File: config.mk
export PLATFORM = sky130hd
export DESIGN_NAME = alu_instr_sequencer_flat
export DESIGN_NICKNAME = d
export VERILOG_FILES = /design/src/rtl/alu_isa_pkg.sv /design/src/rtl/alu_instr_sequencer_if.sv /design/src/rtl/alu_instr_sequencer.sv /design/src/flat_wrapper.sv
export SDC_FILE = /design/constraint.sdc
export NUM_CORES = 1
export LEC_CHECK = 0
export ABC_AREA = 1
export CORE_MARGIN = 2
export CORE_UTILIZATION = 25
export DETAILED_ROUTE_END_ITERATION = 6
export HOLD_SLACK_MARGIN = 0.08
export PLACE_DENSITY = 0.55
export SKIP_CTS_REPAIR_TIMING = 1
export SYNTH_ARGS = -nofsm -noshare
export SYNTH_HDL_FRONTEND = slang
export SYNTH_SLANG_ARGS = --single-unit
File: constraint.sdc
create_clock -name clk -period 1.65 [get_ports clk]
set_input_delay 0.2475 -clock clk [delete_from_list [all_inputs] [get_ports clk]]
set_output_delay 0.2475 -clock clk [all_outputs]
set_load 0.1 [all_outputs]
File: src/rtl/alu_isa_pkg.sv
// Shared ALU ISA definitions: instruction layout, opcodes and sequencer state encoding.
package alu_isa_pkg;

  localparam int INSTR_W   = 41;
  localparam int PC_W      = 12;

  localparam int OPC_MSB   = 40;
  localparam int OPC_LSB   = 37;
  localparam int DST_MSB   = 36;
  localparam int DST_LSB   = 34;
  localparam int SRC1_MSB  = 33;
  localparam int SRC1_LSB  = 31;
  localparam int SRC2_MSB  = 30;
  localparam int SRC2_LSB  = 28;
  localparam int MEM_MSB   = 27;
  localparam int MEM_LSB   = 16;
  localparam int CONST_MSB = 15;
  localparam int CONST_LSB = 0;

  localparam logic [3:0] LOAD       = 4'h0;
  localparam logic [3:0] STORE      = 4'h1;
  localparam logic [3:0] ADD        = 4'h2;
  localparam logic [3:0] SUB        = 4'h3;
  localparam logic [3:0] LAND       = 4'h4;
  localparam logic [3:0] LOR        = 4'h5;
  localparam logic [3:0] LXOR       = 4'h6;
  localparam logic [3:0] SHL        = 4'h7;
  localparam logic [3:0] JUMP       = 4'h8;
  localparam logic [3:0] JUMP_IF_EQ = 4'h9;
  localparam logic [3:0] HALT       = 4'hF;

  typedef enum logic [1:0] {
    ST_IDLE   = 2'd0,
    ST_FETCH  = 2'd1,
    ST_DECODE = 2'd2,
    ST_EXEC   = 2'd3
  } seq_state_e;

  // Opcodes 4'hA..4'hE are reserved and must not reach the ALU
  function automatic logic is_illegal_op(input logic [3:0] op);
    return (op >= 4'hA) && (op <= 4'hE);
  endfunction

endpackage

File: src/rtl/alu_instr_sequencer_if.sv
// Program-memory read port and ALU decode/jump handshake bundled for the sequencer.
interface alu_instr_sequencer_if;
  import alu_isa_pkg::*;

  logic               prog_mem_cen;
  logic [PC_W-1:0]    prog_mem_addr;
  logic [INSTR_W-1:0] prog_mem_rd_data;
  logic               dcd_req;
  logic [3:0]         dcd_opcode;
  logic [2:0]         dcd_dst_reg_addr;
  logic [2:0]         dcd_src_reg_1_addr;
  logic [2:0]         dcd_src_reg_2_addr;
  logic [11:0]        dcd_mem_addr;
  logic [15:0]        dcd_const;
  logic               dcd_ack;
  logic               pc_jump_req;
  logic [PC_W-1:0]    pc_jump_addr;

  modport master (
    output prog_mem_cen, prog_mem_addr, dcd_req, dcd_opcode, dcd_dst_reg_addr,
           dcd_src_reg_1_addr, dcd_src_reg_2_addr, dcd_mem_addr, dcd_const,
    input  prog_mem_rd_data, dcd_ack, pc_jump_req, pc_jump_addr
  );

  modport slave (
    input  prog_mem_cen, prog_mem_addr, dcd_req, dcd_opcode, dcd_dst_reg_addr,
           dcd_src_reg_1_addr, dcd_src_reg_2_addr, dcd_mem_addr, dcd_const,
    output prog_mem_rd_data, dcd_ack, pc_jump_req, pc_jump_addr
  );

endinterface

File: src/rtl/alu_instr_sequencer.sv
// Instruction sequencer: fetches instructions, hands decode fields to the ALU one at a time,
// and owns the pc, pending jumps, error flags, retired count and the request watchdog.
module alu_instr_sequencer
  import alu_isa_pkg::*;
#(
  parameter int TIMEOUT_CYCLES = 64,
  parameter int CNT_W          = 16
) (
  input  logic                  clk,
  input  logic                  rst_n,
  input  logic                  start,
  input  logic [PC_W-1:0]       start_pc,
  output logic                  busy,
  output logic                  done,
  output logic                  err_illegal,
  output logic                  err_timeout,
  output logic [CNT_W-1:0]      instr_count,
  alu_instr_sequencer_if.master bus
);

  localparam int              WD_W    = $clog2(TIMEOUT_CYCLES);
  localparam logic [WD_W-1:0] WD_LAST = WD_W'(TIMEOUT_CYCLES - 1);

  seq_state_e         state_r, state_s;
  logic [PC_W-1:0]    pc_r, pc_s;
  logic [PC_W-1:0]    jump_addr_r, jump_addr_s;
  logic [PC_W-1:0]    mem_addr_r, mem_addr_s;
  logic               jump_pend_r, jump_pend_s;
  logic [WD_W-1:0]    wd_r, wd_s;
  logic [CNT_W-1:0]   cnt_r, cnt_s;
  logic               busy_r, busy_s;
  logic               done_r, done_s;
  logic               err_ill_r, err_ill_s;
  logic               err_to_r, err_to_s;
  logic               cen_r, cen_s;
  logic               req_r, req_s;
  logic [INSTR_W-1:0] instr_r, instr_s;
  logic [3:0]         rd_op_s;
  logic               jump_take_s;
  logic [PC_W-1:0]    jump_tgt_s;

  assign rd_op_s     = bus.prog_mem_rd_data[OPC_MSB:OPC_LSB];
  // A jump pulse coinciding with the ack wins over an older pending target
  assign jump_take_s = bus.pc_jump_req | jump_pend_r;
  assign jump_tgt_s  = bus.pc_jump_req ? bus.pc_jump_addr : jump_addr_r;

  // Next-state and next-register computation for the sequencer
  always_comb begin
    state_s     = state_r;
    pc_s        = pc_r;
    jump_addr_s = jump_addr_r;
    mem_addr_s  = mem_addr_r;
    jump_pend_s = jump_pend_r;
    wd_s        = wd_r;
    cnt_s       = cnt_r;
    busy_s      = busy_r;
    done_s      = 1'b0;
    err_ill_s   = err_ill_r;
    err_to_s    = err_to_r;
    cen_s       = 1'b0;
    req_s       = req_r;
    instr_s     = instr_r;
    case (state_r)
      ST_IDLE: begin
        if (start) begin
          pc_s        = start_pc;
          mem_addr_s  = start_pc;
          cen_s       = 1'b1;
          err_ill_s   = 1'b0;
          err_to_s    = 1'b0;
          cnt_s       = {CNT_W{1'b0}};
          jump_pend_s = 1'b0;
          busy_s      = 1'b1;
          state_s     = ST_FETCH;
        end else begin
          state_s = ST_IDLE;
        end
      end
      ST_FETCH: begin
        state_s = ST_DECODE;
      end
      ST_DECODE: begin
        instr_s = bus.prog_mem_rd_data;
        if (rd_op_s == HALT) begin
          busy_s  = 1'b0;
          done_s  = 1'b1;
          state_s = ST_IDLE;
        end else if (is_illegal_op(rd_op_s)) begin
          err_ill_s  = 1'b1;
          pc_s       = pc_r + 12'd1;
          mem_addr_s = pc_r + 12'd1;
          cen_s      = 1'b1;
          state_s    = ST_FETCH;
        end else begin
          req_s   = 1'b1;
          wd_s    = {WD_W{1'b0}};
          state_s = ST_EXEC;
        end
      end
      ST_EXEC: begin
        if (bus.dcd_ack) begin
          req_s       = 1'b0;
          pc_s        = jump_take_s ? jump_tgt_s : pc_r + 12'd1;
          mem_addr_s  = pc_s;
          cen_s       = 1'b1;
          jump_pend_s = 1'b0;
          cnt_s       = (cnt_r == {CNT_W{1'b1}}) ? cnt_r : cnt_r + CNT_W'(1);
          state_s     = ST_FETCH;
        end else if (wd_r == WD_LAST) begin
          req_s       = 1'b0;
          err_to_s    = 1'b1;
          busy_s      = 1'b0;
          done_s      = 1'b1;
          jump_pend_s = 1'b0;
          state_s     = ST_IDLE;
        end else begin
          wd_s = wd_r + WD_W'(1);
          if (bus.pc_jump_req) begin
            jump_pend_s = 1'b1;
            jump_addr_s = bus.pc_jump_addr;
          end else begin
            jump_pend_s = jump_pend_r;
          end
        end
      end
      default: begin
        state_s = ST_IDLE;
      end
    endcase
  end

  // FSM state register
  always_ff @(posedge clk or negedge rst_n) begin
    if (!rst_n) begin
      state_r <= ST_IDLE;
    end else begin
      state_r <= state_s;
    end
  end

  // Datapath and output registers
  always_ff @(posedge clk or negedge rst_n) begin
    if (!rst_n) begin
      pc_r        <= {PC_W{1'b0}};
      jump_addr_r <= {PC_W{1'b0}};
      mem_addr_r  <= {PC_W{1'b0}};
      jump_pend_r <= 1'b0;
      wd_r        <= {WD_W{1'b0}};
      cnt_r       <= {CNT_W{1'b0}};
      busy_r      <= 1'b0;
      done_r      <= 1'b0;
      err_ill_r   <= 1'b0;
      err_to_r    <= 1'b0;
      cen_r       <= 1'b0;
      req_r       <= 1'b0;
      instr_r     <= {INSTR_W{1'b0}};
    end else begin
      pc_r        <= pc_s;
      jump_addr_r <= jump_addr_s;
      mem_addr_r  <= mem_addr_s;
      jump_pend_r <= jump_pend_s;
      wd_r        <= wd_s;
      cnt_r       <= cnt_s;
      busy_r      <= busy_s;
      done_r      <= done_s;
      err_ill_r   <= err_ill_s;
      err_to_r    <= err_to_s;
      cen_r       <= cen_s;
      req_r       <= req_s;
      instr_r     <= instr_s;
    end
  end

  assign busy                   = busy_r;
  assign done                   = done_r;
  assign err_illegal            = err_ill_r;
  assign err_timeout            = err_to_r;
  assign instr_count            = cnt_r;
  assign bus.prog_mem_cen       = cen_r;
  assign bus.prog_mem_addr      = mem_addr_r;
  assign bus.dcd_req            = req_r;
  assign bus.dcd_opcode         = instr_r[OPC_MSB:OPC_LSB];
  assign bus.dcd_dst_reg_addr   = instr_r[DST_MSB:DST_LSB];
  assign bus.dcd_src_reg_1_addr = instr_r[SRC1_MSB:SRC1_LSB];
  assign bus.dcd_src_reg_2_addr = instr_r[SRC2_MSB:SRC2_LSB];
  assign bus.dcd_mem_addr       = instr_r[MEM_MSB:MEM_LSB];
  assign bus.dcd_const          = instr_r[CONST_MSB:CONST_LSB];

endmodule
File: src/flat_wrapper.sv
// flat-port wrapper written by rule: the top's interface ports become plain ports
module alu_instr_sequencer_flat import alu_isa_pkg::*;
#(
  parameter int TIMEOUT_CYCLES = 64,
  parameter int CNT_W          = 16
)
  (clk, rst_n, start, start_pc, busy, done, err_illegal, err_timeout, instr_count, bus_prog_mem_cen, bus_prog_mem_addr, bus_dcd_req, bus_dcd_opcode, bus_dcd_dst_reg_addr, bus_dcd_src_reg_1_addr, bus_dcd_src_reg_2_addr, bus_dcd_mem_addr, bus_dcd_const, bus_prog_mem_rd_data, bus_dcd_ack, bus_pc_jump_req, bus_pc_jump_addr);
  alu_instr_sequencer_if bus_i ();
  input  logic clk;
  input  logic rst_n;
  input  logic start;
  input  logic [PC_W-1:0] start_pc;
  output logic busy;
  output logic done;
  output logic err_illegal;
  output logic err_timeout;
  output logic [CNT_W-1:0] instr_count;
  output wire logic [$bits(bus_i.prog_mem_cen)-1:0] bus_prog_mem_cen;
  output wire logic [$bits(bus_i.prog_mem_addr)-1:0] bus_prog_mem_addr;
  output wire logic [$bits(bus_i.dcd_req)-1:0] bus_dcd_req;
  output wire logic [$bits(bus_i.dcd_opcode)-1:0] bus_dcd_opcode;
  output wire logic [$bits(bus_i.dcd_dst_reg_addr)-1:0] bus_dcd_dst_reg_addr;
  output wire logic [$bits(bus_i.dcd_src_reg_1_addr)-1:0] bus_dcd_src_reg_1_addr;
  output wire logic [$bits(bus_i.dcd_src_reg_2_addr)-1:0] bus_dcd_src_reg_2_addr;
  output wire logic [$bits(bus_i.dcd_mem_addr)-1:0] bus_dcd_mem_addr;
  output wire logic [$bits(bus_i.dcd_const)-1:0] bus_dcd_const;
  input wire logic [$bits(bus_i.prog_mem_rd_data)-1:0] bus_prog_mem_rd_data;
  input wire logic [$bits(bus_i.dcd_ack)-1:0] bus_dcd_ack;
  input wire logic [$bits(bus_i.pc_jump_req)-1:0] bus_pc_jump_req;
  input wire logic [$bits(bus_i.pc_jump_addr)-1:0] bus_pc_jump_addr;
  assign bus_prog_mem_cen = bus_i.prog_mem_cen;
  assign bus_prog_mem_addr = bus_i.prog_mem_addr;
  assign bus_dcd_req = bus_i.dcd_req;
  assign bus_dcd_opcode = bus_i.dcd_opcode;
  assign bus_dcd_dst_reg_addr = bus_i.dcd_dst_reg_addr;
  assign bus_dcd_src_reg_1_addr = bus_i.dcd_src_reg_1_addr;
  assign bus_dcd_src_reg_2_addr = bus_i.dcd_src_reg_2_addr;
  assign bus_dcd_mem_addr = bus_i.dcd_mem_addr;
  assign bus_dcd_const = bus_i.dcd_const;
  assign bus_i.prog_mem_rd_data = bus_prog_mem_rd_data;
  assign bus_i.dcd_ack = bus_dcd_ack;
  assign bus_i.pc_jump_req = bus_pc_jump_req;
  assign bus_i.pc_jump_addr = bus_pc_jump_addr;
  alu_instr_sequencer #(.TIMEOUT_CYCLES(TIMEOUT_CYCLES), .CNT_W(CNT_W)) u_core (.clk(clk), .rst_n(rst_n), .start(start), .start_pc(start_pc), .busy(busy), .done(done), .err_illegal(err_illegal), .err_timeout(err_timeout), .instr_count(instr_count), .bus(bus_i));
endmodule
**Yosys cells after proc, flatten, opt, wreduce, memory -nomap -nowiden**

Cells that the tools add are included.

- Bits in registers: 96
- Input bits: 70

- Add/subtract/negate cells: 3
- Magnitude comparators: 2
- Equal/unequal tests: 18
- Mux-type cells: 51
- Bitwise logic cells: 3
- Reduce and logical (&&, ||, !) cells: 15

Operators by type and width:

| operator | count |
|---|---|
| $mux W12 | 6 |
| $mux W16 | 3 |
| $pmux W12 S3 | 1 |
| $pmux W16 S2 | 1 |
| $mux W6 | 4 |
| $mux W1 | 23 |
| $add A16 B1 Y16 const B | 1 |
| $eq A16 B16 Y1 const B | 1 |
| $reduce_and A4 Y1 | 4 |
| $reduce_and A5 Y1 | 3 |
| $ne A2 B2 Y1 const B | 7 |
| $add A12 B1 Y12 const B | 1 |
| $pmux W6 S2 | 1 |
| $pmux W1 S2 | 5 |
| $mux W2 | 4 |
| $pmux W2 S4 | 1 |
| $add A6 B1 Y6 const B | 1 |
| $eq A6 B6 Y1 const B | 1 |
| $ne A2 B1 Y1 const B | 3 |
| $pmux W1 S3 | 2 |
| $reduce_and A3 Y1 | 2 |
| $reduce_bool A2 Y1 | 3 |
| $eq A2 B2 Y1 const B | 2 |
| $eq A4 B4 Y1 const B | 1 |
| other kinds (10) | 11 |

**Logic depth before layout (Yosys ltp)**

- Depth after elaboration: 5
- Mapped depth: 12
- Mapped depth without buffers: 11

**Least setup slack after synthesis**

OpenSTA, ideal clock, no wires.

- Path kind: register -> register
- Start point: register u_core.cnt_r[0] (netlist: u_core.instr_count[0])
- End point: register u_core.cnt_r[0] (netlist: u_core.instr_count[0])
- Setup time: 0.101 ns
- Arrival time: 2.258 ns
- Data required time: 1.549 ns
- Slack: -0.708 ns
- Stages on the path, launching flop included: 11
- Buffers on the path: 1
- Period minus slack after synthesis: 2.358 ns
- Path through: dfrtp_1 ha_1 nand2_2 nor2_2 nand2_2 nor2_4 nor2_2 nor2_8 buf_4 nand2_1 o31ai_1

- Longest elaborated chain between the ends: 4
- Elaborated cells on any way between the ends: 7
- Classes of those cells: add/sub: 1; eq/ne: 2; mux: 3; reduce/logical: 1

RTL lines:

| element | RTL line | source |
|---|---|---|
| start, declared | alu_instr_sequencer.sv:30 | `logic [CNT_W-1:0] cnt_r, cnt_s;` |
| start signal, assigned | alu_instr_sequencer.sv:149 | `cnt_r <= {CNT_W{1'b0}};` |
| start signal, assigned | alu_instr_sequencer.sv:163 | `cnt_r <= cnt_s;` |
| $add A16 B1 Y16 | alu_instr_sequencer.sv:107 | `cnt_s = (cnt_r == {CNT_W{1'b1}}) ? cnt_r : cnt_r + CNT_W'(1);` |
| $mux W16 | alu_instr_sequencer.sv:107 |  |
| $mux W16 | alu_instr_sequencer.sv:101 | `if (bus.dcd_ack) begin` |
| $pmux W16 S2 | alu_instr_sequencer.sv:63 | `case (state_r)` |

Several ways; a longest one is shown, not always the timed one. The select of a mux whose other input is x is not followed.
A chain may end at the register's enable or synchronous reset.

**Worst setup path after layout**

- Start point: register u_core.state_r[0]
- End point: register u_core.mem_addr_r[2] (netlist: u_core.bus.prog_mem_addr[2])

- Longest elaborated chain between the ends: 3
- Elaborated cells on any way between the ends: 10
- Classes of those cells: eq/ne: 6; mux: 1; reduce/logical: 3

RTL lines:

| element | RTL line | source |
|---|---|---|
| start, declared | alu_instr_sequencer.sv:24 | `seq_state_e state_r, state_s;` |
| start signal, assigned | alu_instr_sequencer.sv:137 | `state_r <= state_s;` |
| $eq A2 B2 Y1 / $logic_not A2 Y1 (equally long branches) | alu_instr_sequencer.sv:63 |  |
| $ne A2 B1 Y1 (no source line), or another cell as far along | - |  |
| $reduce_and A5 Y1 (no source line) | - |  |
| end signal, assigned | alu_instr_sequencer.sv:146 | `mem_addr_r <= {PC_W{1'b0}};` |
| end signal, assigned | alu_instr_sequencer.sv:160 | `mem_addr_r <= mem_addr_s;` |
| end, declared | alu_instr_sequencer.sv:27 | `logic [PC_W-1:0] mem_addr_r, mem_addr_s;` |

Several ways; a longest one is shown, not always the timed one.

==> reports/summary.txt <==
Slew @ Worst Pin: 0.414 ns
Num CTS Buffers: 9
First-pass GRT wire length: 23.0 mm
Pwr dens: 2290 mW/mm^2
Place WS: -0.261 ns
Die X: 144 microns
Setup Total Neg Slack: 0 ns
#FFs+latches synth: 96
DR DRC count: 0
Proportion of layout cells with a drive suffix above 1: 0.277
DR iter-0 viols: 178
FF-to-FF End: u_core.bus.prog_mem_addr[2]
Library cells used by synthesis: 33
Initial core utilization: 0.254
Largest net degree at the start of global routing: 49
CTS root buf: clkbuf_16
Dpl cell area: 0.00789 sq mm
FMAX: 632 MHz
Clock Tree Buf Depth: 2
Die Area: 0.0208 sq mm
CP startpoint: u_core.state_r[0]
Rel. slew slack: 0.724
Row Count: 51
Status: finished, final reports clean
Port-buffer cells: 144
Synth Instances: 658
Fin Hold WS: 0.313 ns
Arrival @ worst endpoint: 1.82 ns
Setup crit end kind: flip-flop
CTS tree: done
RSZ-0062 raised after global routing: true
Antenna violations before repair: 0
Vias in the first global route: 4543
Startpoint types: flip-flop
Core ar.: 0.0194 sq mm
CTS H-Tree Depth: 3
Synth Net Count: 735
FF-to-FF Start: u_core.state_r[0]
Period Utilization, post-route: 0.959
Max Transition Viols Final: 0
MaxCap Viol Count: 0
Cells on worst reg2reg path: 9
Fin Clk Skew: 0.00603 ns
Worst Setup Slack, final: 0.0680 ns
Die H: 144 microns
GPL Wtd Cong: 0.800
Final ANT Viol Nets: 0
Hold Path Class: input port to async pin
First-pass DRT Iterations: 4
Total Routing Usage GR: 0.141
Post-route cell area: 0.00848 sq mm
Diode count: 0
Crit path max fanout: 7
Mapped cell area: 0.00493 sq mm
Reg2reg setup slack: 0.07 ns
Syn_area_per_cell: 7.49 sq um
Clock sink total: 96
Final setup violation count: 0
Vias: 4781
Critical path type: flip-flop to flip-flop
Tmin final: 1.58 ns
Grt ovf: 0
Layout Area Growth over Synthesis: 72.1%
Avg WL per Cell: 12.7 microns
Clock-pin slew on the worst setup and hold paths: 0.07 ns
Filler Cells Inserted: 1940
Clk_lat worst skew: 0.35 ns
Worst EP required: 1.89 ns
Peak VDD IR: 1410 uV
Register area share after synthesis: 0.488
Ys Warns: 0
Final WL: 14.4 mm
Final hold vios: 0
# IOs: 145
DR vias/cell: 4.23
Crit path to: u_core.bus.prog_mem_addr[2]
DPL Wire Length: 10.6 mm
NumNets Final: 936
Leakage: 3.95 nW
kinds of logic after synthesis:
logic type | share of synthesized area
muxes | 0.00203
xor gates and xnor gates | 0.0213
DFF | 0.488
adders and majority gates | 0.0178
and+or+nand+nor | 0.316
AOI/OAI and AO/OA | 0.0932
buffers and inverters | 0.0617
critical path, cell delays in order (launching register included):
cell     delay, ns
dfrtp_1       0.42
inv_2         0.09
ha_4          0.20
nand2_1       0.15
nand2_1       0.12
nor2_4        0.15
buf_6         0.14
nand2_2       0.05
a21oi_2       0.12
nor2_1        0.04
report_power, final:
group	switching, mW	internal, mW
registers	0.930	3.31
logic	8.29	4.77
clock network	0.934	1.21
metrics by stage:
stage                      util  power, mW  cells
after global routing      0.437       20.6   1129
after global placement    0.407       16.7   1101
after detailed placement  0.407       16.7   1101
final                     0.437       19.4   1129
after CTS                 0.422       19.0   1117
after floorplan               -       11.6    658
how the worst min path moves through the flow:
stage | start | endpoint | slack, ns | cells past startpoint
after global placement | rst_n | u_core.instr_count[9] | 0.14 | 1
after CTS | rst_n | u_core.instr_count[9] | -0.24 | 1
after floorplan | rst_n | u_core.bus.dcd_req | -0.05 | 0
final | rst_n | u_core.instr_count[9] | 0.31 | 2
after detailed placement | rst_n | u_core.instr_count[9] | 0.14 | 1
after global routing | rst_n | u_core.instr_count[9] | 0.33 | 2
cells in the final DEF, fill, tap and decap left out, drive strengths merged:
| master | instances |
|---|---|
| dfrtp | 96 |
| o31ai | 3 |
| mux2i | 1 |
| a21oi | 10 |
| nor2 | 61 |
| clkinv | 3 |
| dlygate4sd3 | 1 |
| or2 | 2 |
| nand3b | 1 |
| inv | 51 |
| a31oi | 4 |
| clkinvlp | 2 |
| o21bai | 5 |
| clkdlybuf4s50 | 68 |
| clkbuf | 12 |
| nand2 | 288 |
| ha | 7 |
| o21ai | 49 |
| bufinv | 1 |
| nand3 | 27 |
| buf | 143 |
| nor3 | 1 |
| xor2 | 12 |
| nand4 | 7 |
| a22oi | 9 |
Yosys cell counts:
cell,n,area [sq um]
a21oi_1,10,50.1
a22oi_1,9,67.6
a31oi_1,4,25.0
buf_1,2,7.51
buf_2,7,35.0
buf_4,1,7.51
buf_6,1,11.3
clkbuf_1,12,45.0
clkinv_1,1,3.75
dfrtp_1,96,2400
ha_1,7,87.6
inv_1,48,180
inv_2,2,7.51
inv_4,1,6.26
mux2i_1,1,10.0
nand2_1,285,1070
nand2_2,3,18.8
nand3_1,26,130
nand3_2,1,10.0
nand3b_1,1,7.51
nand4_1,7,43.8
nor2_1,56,210
nor2_2,3,18.8
nor2_4,1,11.3
nor2_8,1,20.0
nor3_1,1,5.00
o21ai_0,44,220
o21ai_1,2,10.0
o21ai_2,3,26.3
o21bai_1,5,37.5
o31ai_1,3,22.5
or2_2,2,12.5
xor2_1,12,105
layer usage:
layer	global-route usage	wire length, microns	share of wire	vias to the layer above
li1	-	-	-	2479
met5	0	0	0	-
met1	0.182	6350	0.44	2158
met3	0.0434	1080	0.075	14
met2	0.225	6710	0.47	130
met4	0.0496	227	0.016	0
final cells by class:
type,count,area [sq um],area share
clock buffers,12,246,0.0291
clock inverters,4,45.0,0.00531
inverters,52,206,0.0244
multi-input cells,487,2410,0.285
flip-flops and latches,96,2450,0.289
well taps,265,332,0.0391
repair buffers,212,2780,0.328
repair inverters,1,7.51,0.000886
sequential cells by signal (all words and copies together), names as in the netlist:
register	cells
u_core.instr_r	41
u_core.instr_count	16
u_core.bus.prog_mem_addr	12
u_core.jump_addr_r	12
u_core.wd_r	6
u_core.state_r	2
u_core.bus.dcd_req	1
u_core.bus.prog_mem_cen	1
u_core.busy	1
u_core.done	1
u_core.err_illegal	1
u_core.err_timeout	1
u_core.jump_pend_r	1
Power figures use the tool's default switching activity.
